--- src/rtl/fifo_pkg.sv ---
`default_nettype none
// ============================================================================
// fifo_pkg : level-width helper and wrapping pointer increment for FIFOs
// Rev 1.0
// ============================================================================
package fifo_pkg;

  // Pointers travel through the helper at a fixed width, then get resized by the caller.
  typedef logic [31:0] fifo_ptr_t;

  function automatic int fifo_level_w(input int depth);
    return $clog2(depth + 1);
  endfunction

  function automatic fifo_ptr_t fifo_ptr_inc(input fifo_ptr_t ptr, input int depth);
    return (ptr == fifo_ptr_t'(depth - 1)) ? '0 : ptr + 32'd1;
  endfunction

endpackage
`default_nettype wire

--- src/rtl/fifo_ram_2p.sv ---
`default_nettype none
// ============================================================================
// fifo_ram_2p : WIDTH x DEPTH storage, synchronous write, combinational read
// Rev 1.0
// ============================================================================
module fifo_ram_2p #(
  parameter int WIDTH = 32,
  parameter int DEPTH = 8,
  localparam int AW = $clog2(DEPTH)
) (
  input  logic             clk,
  input  logic             we,
  input  logic [AW-1:0]    waddr,
  input  logic [WIDTH-1:0] wdata,
  input  logic [AW-1:0]    raddr,
  output logic [WIDTH-1:0] rdata
);

  logic [WIDTH-1:0] r_mem [DEPTH];

  always_ff @(posedge clk) begin
    if (we) r_mem[waddr] <= wdata;
  end

  assign rdata = r_mem[raddr];

endmodule
`default_nettype wire

--- src/rtl/stream_fifo.sv ---
`default_nettype none
// ============================================================================
// stream_fifo : valid/ready FWFT FIFO, any DEPTH >= 2, level + almost flags
// Optional peak_level high-water mark: define STREAM_FIFO_PEAK_LEVEL_EN
// Rev 1.0
// ============================================================================
module stream_fifo
  import fifo_pkg::*;
#(
  parameter int WIDTH        = 32,
  parameter int DEPTH        = 8,
  parameter int AFULL_LEVEL  = DEPTH - 1,
  parameter int AEMPTY_LEVEL = 1,
  localparam int LW = fifo_level_w(DEPTH)
) (
  input  logic             clk,
  input  logic             rst,
  input  logic             flush,
  input  logic [WIDTH-1:0] in_data,
  input  logic             in_valid,
  output logic             in_ready,
  output logic [WIDTH-1:0] out_data,
  output logic             out_valid,
  input  logic             out_ready,
  output logic [LW-1:0]    level,
  output logic             almost_full,
  output logic             almost_empty
`ifdef STREAM_FIFO_PEAK_LEVEL_EN
  ,
  output logic [LW-1:0]    peak_level
`endif
);

  localparam int            c_ptr_w     = $clog2(DEPTH);
  localparam logic [LW-1:0] c_full      = LW'(DEPTH);
  localparam logic [LW-1:0] c_afull     = LW'(AFULL_LEVEL);
  localparam logic [LW-1:0] c_aempty    = LW'(AEMPTY_LEVEL);

  logic               w_push;
  logic               w_pop;
  logic [c_ptr_w-1:0] r_wr_ptr;
  logic [c_ptr_w-1:0] r_rd_ptr;
  logic [c_ptr_w-1:0] w_wr_ptr_next;
  logic [c_ptr_w-1:0] w_rd_ptr_next;
  logic [LW-1:0]      w_level_next;
  logic [WIDTH-1:0]   w_ram_rdata;
  logic [WIDTH-1:0]   w_head_data;
  logic               w_head_load;
  logic               w_head_bypass;

  always_comb begin
    w_push        = in_valid & in_ready;
    w_pop         = out_valid & out_ready;
    w_wr_ptr_next = r_wr_ptr;
    w_rd_ptr_next = r_rd_ptr;
    if (flush) begin
      w_wr_ptr_next = '0;
      w_rd_ptr_next = '0;
    end else begin
      if (w_push) w_wr_ptr_next = c_ptr_w'(fifo_ptr_inc(fifo_ptr_t'(r_wr_ptr), DEPTH));
      if (w_pop)  w_rd_ptr_next = c_ptr_w'(fifo_ptr_inc(fifo_ptr_t'(r_rd_ptr), DEPTH));
    end
    w_level_next  = flush ? '0 : level + LW'(w_push) - LW'(w_pop);
    // Head refills whenever it is consumed or empty; if nothing older remains,
    // the word being written this edge goes straight into the head register.
    w_head_load   = !flush && (w_pop || !out_valid) && (w_level_next != '0);
    w_head_bypass = (level == LW'(w_pop));
    w_head_data   = w_head_bypass ? in_data : w_ram_rdata;
  end

  fifo_ram_2p #(
    .WIDTH (WIDTH),
    .DEPTH (DEPTH)
  ) u_ram (
    .clk   (clk),
    .we    (w_push & ~flush),
    .waddr (r_wr_ptr),
    .wdata (in_data),
    .raddr (w_rd_ptr_next),
    .rdata (w_ram_rdata)
  );

  always_ff @(posedge clk or posedge rst) begin
    if (rst) begin
      r_wr_ptr     <= '0;
      r_rd_ptr     <= '0;
      level        <= '0;
      in_ready     <= 1'b1;
      out_valid    <= 1'b0;
      out_data     <= '0;
      almost_full  <= 1'b0;
      almost_empty <= 1'b1;
    end else begin
      r_wr_ptr     <= w_wr_ptr_next;
      r_rd_ptr     <= w_rd_ptr_next;
      level        <= w_level_next;
      in_ready     <= (w_level_next != c_full);
      out_valid    <= (w_level_next != '0);
      almost_full  <= (w_level_next >= c_afull);
      almost_empty <= (w_level_next <= c_aempty);
      if (w_head_load) out_data <= w_head_data;
    end
  end

`ifdef STREAM_FIFO_PEAK_LEVEL_EN
  always_ff @(posedge clk or posedge rst) begin
    if (rst) begin
      peak_level <= '0;
    end else if (flush) begin
      peak_level <= '0;
    end else if (w_level_next > peak_level) begin
      peak_level <= w_level_next;
    end
  end
`else
  // No high-water tracking in this build.
`endif

endmodule
`default_nettype wire

--- config.mk ---
export PLATFORM = sky130hd
export DESIGN_NAME = stream_fifo
export DESIGN_NICKNAME = d
export VERILOG_FILES = /design/src/rtl/fifo_pkg.sv /design/src/rtl/fifo_ram_2p.sv /design/src/rtl/stream_fifo.sv
export SDC_FILE = /design/constraint.sdc
export NUM_CORES = 1
export LEC_CHECK = 0
export CORE_MARGIN = 5
export CORE_UTILIZATION = 47
export DETAILED_ROUTE_END_ITERATION = 8
export PLACE_DENSITY = 0.62
export SYNTH_ARGS = -nofsm -noshare
export SYNTH_HDL_FRONTEND = slang
export SYNTH_HIERARCHICAL = 1
export SYNTH_SLANG_ARGS = --single-unit
--- constraint.sdc ---
create_clock -name clk -period 4.4 [get_ports clk]
set_clock_uncertainty 0.2 [all_clocks]
set_input_delay 0.88 -clock clk [delete_from_list [all_inputs] [get_ports clk]]
set_output_delay 0.88 -clock clk [all_outputs]
set_load 0.005 [all_outputs]
==> results.rst <==
.. list-table::
   :header-rows: 1

   * - Metric
     - Value
   * - EDFF count, synth
     - 256
   * - Area post-placement
     - roughly 14000 um2
   * - Routed via count
     - just under 6000
   * - CTS HTree Levels
     - 1
   * - Core box area
     - 25900 um2
   * - Clock network latency to the later pin of the worst-skew pair
     - around 0.54 ns
   * - Post-layout instance area
     - 14700 um2
   * - Worst-Margin Slew
     - 0.878 ns
   * - Nets@finish
     - approximately 700
   * - Most frequent cell after synthesis
     - edfxtp_1
   * - Number of fill cells
     - between 1500 and 2000
   * - Final-layout setup total negative slack
     - 0 ns
   * - Number of sinks handled by clock tree synthesis
     - 302
   * - Starting utilization of the core area
     - 47.4%
   * - Synthesized cell area
     - 12300 um2
   * - Largest net degree at the start of global routing
     - 35
   * - Netlist cell types
     - 31
   * - TritonCTS clock tree
     - built
   * - Number of antenna violations at the first check in global routing
     - 1
   * - Share of synthesized area occupied by flip-flops and latches
     - about 72%
   * - Startpoint kind of the worst setup timing path
     - primary input
   * - GRT Total Usage
     - 17.0%
   * - Setup violators final
     - 0
   * - Top cells by instance count after synthesis
     - 256 x edfxtp_1, 66 x mux2_2, 44 x dfrtp_1
   * - Post-detailed-route DRC marker count
     - 0
   * - Type of the worst min-delay path
     - reg2reg
   * - Async set-or-reset flop fraction in the synthesized netlist
     - 15.2%
   * - Fraction of layout instances using a drive strength above 1
     - a little under a third
   * - Predominant post-synthesis flop cell
     - edfxtp_1
   * - Smallest hold slack
     - 0.317 ns
   * - Static Leakage
     - ~0.005 uW
   * - Worst-case clock buffer depth
     - 3
   * - Data arrival time of the critical path
     - 3.96 ns
   * - # resized after CTS
     - 0
   * - Post-detail-place hpwl
     - between 10000 and 15000 um
   * - Antenna Nets Post-Route
     - 0
   * - Peak fanout along the critical path
     - 18
   * - Number of diodes
     - 0
   * - Via count of the first global-routing pass
     - 6284
   * - Nets in the synthesized netlist
     - 606
   * - Initial detailed-routing violation count
     - between 300 and 400
   * - Floorplan die area
     - 29400 um2
   * - Cell at the root of the clock tree
     - clkbuf_16
   * - Placer's final routability congestion estimate
     - 0.749
   * - Category of the worst setup path capture point
     - register
   * - Mapped Avg Cell Area
     - 21.9 um2
   * - Max-cap viol count
     - 0
   * - Setup Slack @ Placement
     - 0.115 ns
   * - Status
     - finished clean
   * - Normalized max-slew margin
     - 41.4%
   * - Layout overhead on the synthesized area
     - 19.6%
   * - Util after Layout
     - a little under three fifths
   * - Average routed wire per standard cell
     - 23.9 um
   * - Maximum achievable frequency
     - 268 MHz
   * - Number of hold buffers added after cts
     - 0
   * - Peak supply drop
     - 0.343 mV
   * - Data required time of the critical path
     - 4.63 ns
   * - Ports placed on the boundary
     - 77
   * - Per-cell via count in the routed design
     - between 5 and 6
   * - Power per cell area
     - 568 nW/um2
   * - # rows
     - 59
   * - Worst Setup Path Type
     - in2reg
   * - Grt ovf
     - 0
   * - Final Hold Violating Endpoints
     - 0
   * - Ranking of synthesized cells by area
     - edfxtp_1 63%, dfrtp_1 9.0%, mux4_1 8.6%
   * - Die X-Extent
     - 172 um
   * - Number of cells produced by synthesis
     - 560
   * - Final Max Slew Viols
     - 0
   * - Number of detailed-routing iterations run before antenna repair
     - 4
   * - Tmin final
     - 3.73 ns
   * - RSZ-0062 raised after global routing
     - no
   * - Clock-pin transition on the worst setup and hold timing paths
     - 0.06 ns
   * - Register bit total from synthesis
     - between 300 and 400
   * - Synth warnings
     - 6
   * - DIE HEIGHT
     - about 170 um
   * - Cell taking the most area after synthesis
     - edfxtp_1
   * - # port buffers
     - 76
   * - Clock buffers created by TritonCTS
     - 31
   * - Sum of routed wire length over all layers
     - 24600 um
   * - Area fraction of the dominant cell type after synthesis
     - 62.7%
   * - Global-route wire length before repair
     - 37700 um
   * - Number of setup buffers added after CTS
     - 0
   * - Share of the clock period used by the worst path
     - 84.8%
   * - Worst setup slack after layout
     - approximately 0.67 ns
[state kept, by name, summed over array words and instances (netlist names)]
| signal | count |
|---|---|
| almost_full | 1 |
| in_ready | 1 |
| out_data | 32 |
| level | 4 |
| out_valid | 1 |
| r_rd_ptr | 3 |
| almost_empty | 1 |
| u_ram/r_mem | 256 |
| r_wr_ptr | 3 |
[per-stage QoR]
stage | instances | power, uW
after floorplan | 560 | 5000
after global placement | 974 | 5830
after detailed placement | 974 | 5880
after CTS | 1031 | 8440
after global routing | 1031 | 8700
final | 1031 | 8330
[cells in the final DEF, fill, tap and decap left out, types with 10 or more instances in the layout]
master and count:
clkdlybuf4s50_1 76, buf_12 10, mux2_4 30, edfxtp_1 256
clkbuf_16 31, mux2_2 66, clkinv_1 10, mux4_2 24
buf_4 18, dfrtp_1 44, mux4_1 40
[layout make-up]
| class | count | area (um2) | share of cell area (%) |
|---|---|---|---|
| Tap cell | 335 | 419 | 2.86 |
| Multi-Input combinational cell | 227 | 3310 | 22.6 |
| Clock inverter | 21 | 195 | 1.33 |
| Sequential cell | 302 | 8840 | 60.2 |
| Clock buffer | 36 | 795 | 5.41 |
| Inverter | 6 | 22.5 | 0.153 |
| Timing Repair Buffer | 104 | 1100 | 7.47 |
[worst max-delay path, cell delays in order]
cell and delay [ns]:
clkdlybuf4s50_1 0.58, nand2_1 0.16, nand3_1 0.11, nand2_1 0.06
ha_1 0.22, fa_1 0.41, xor2_1 0.20, or3_4 0.36
o311a_4 0.45, buf_12 0.19, mux2_4 0.31
[kinds of logic (layout without fill, tap and decap cells)]
group	after synthesis	in the layout	share of synthesized area (%)
buffers and inverters	31	167	1.65
and+or+nand+nor	43	43	1.72
DFF	302	302	72.1
xor gates and xnor gates	1	1	0.0714
AOI/OAI and AO/OA	14	14	0.816
adders and majority gates	9	9	0.979
muxes	160	160	22.7
[final timing paths]
kind                                          start                  endpoint  slack (ns)  cells after the start
setup / recovery                          out_ready   out_data[4]$_DFFE_PP0P_        0.67                     11
hold / removal             out_data[22]$_DFFE_PP0P_  out_data[22]$_DFFE_PP0P_        0.32                      1
setup reg to reg                 in_ready$_DFF_PP1_   out_data[4]$_DFFE_PP0P_        1.03                     10
hold reg to reg            out_data[22]$_DFFE_PP0P_  out_data[22]$_DFFE_PP0P_        0.32                      1
max in group asynchronous                       rst   out_data[7]$_DFFE_PP0P_        2.59                      3
min in group asynchronous                       rst  out_data[19]$_DFFE_PP0P_        0.66                      2
[report_power, final]
group	switching, uW	leakage [uW]	total, uW	internal (uW)
Clock	1030	0.000484	2550	1510
Combinational	869	0.00163	2230	1360
Sequential	162	0.00287	3560	3400
[metal layers]
metal | part of all wire (%) | routed length [um] | track usage, %
met5 | 0.053 | 13 | 0
met1 | 42 | 10400 | 22.6
met4 | 1.6 | 399 | 3.86
met3 | 4.5 | 1110 | 2.83
met2 | 51 | 12700 | 29.8
Note: power is estimated with default switching activity, not from simulation.
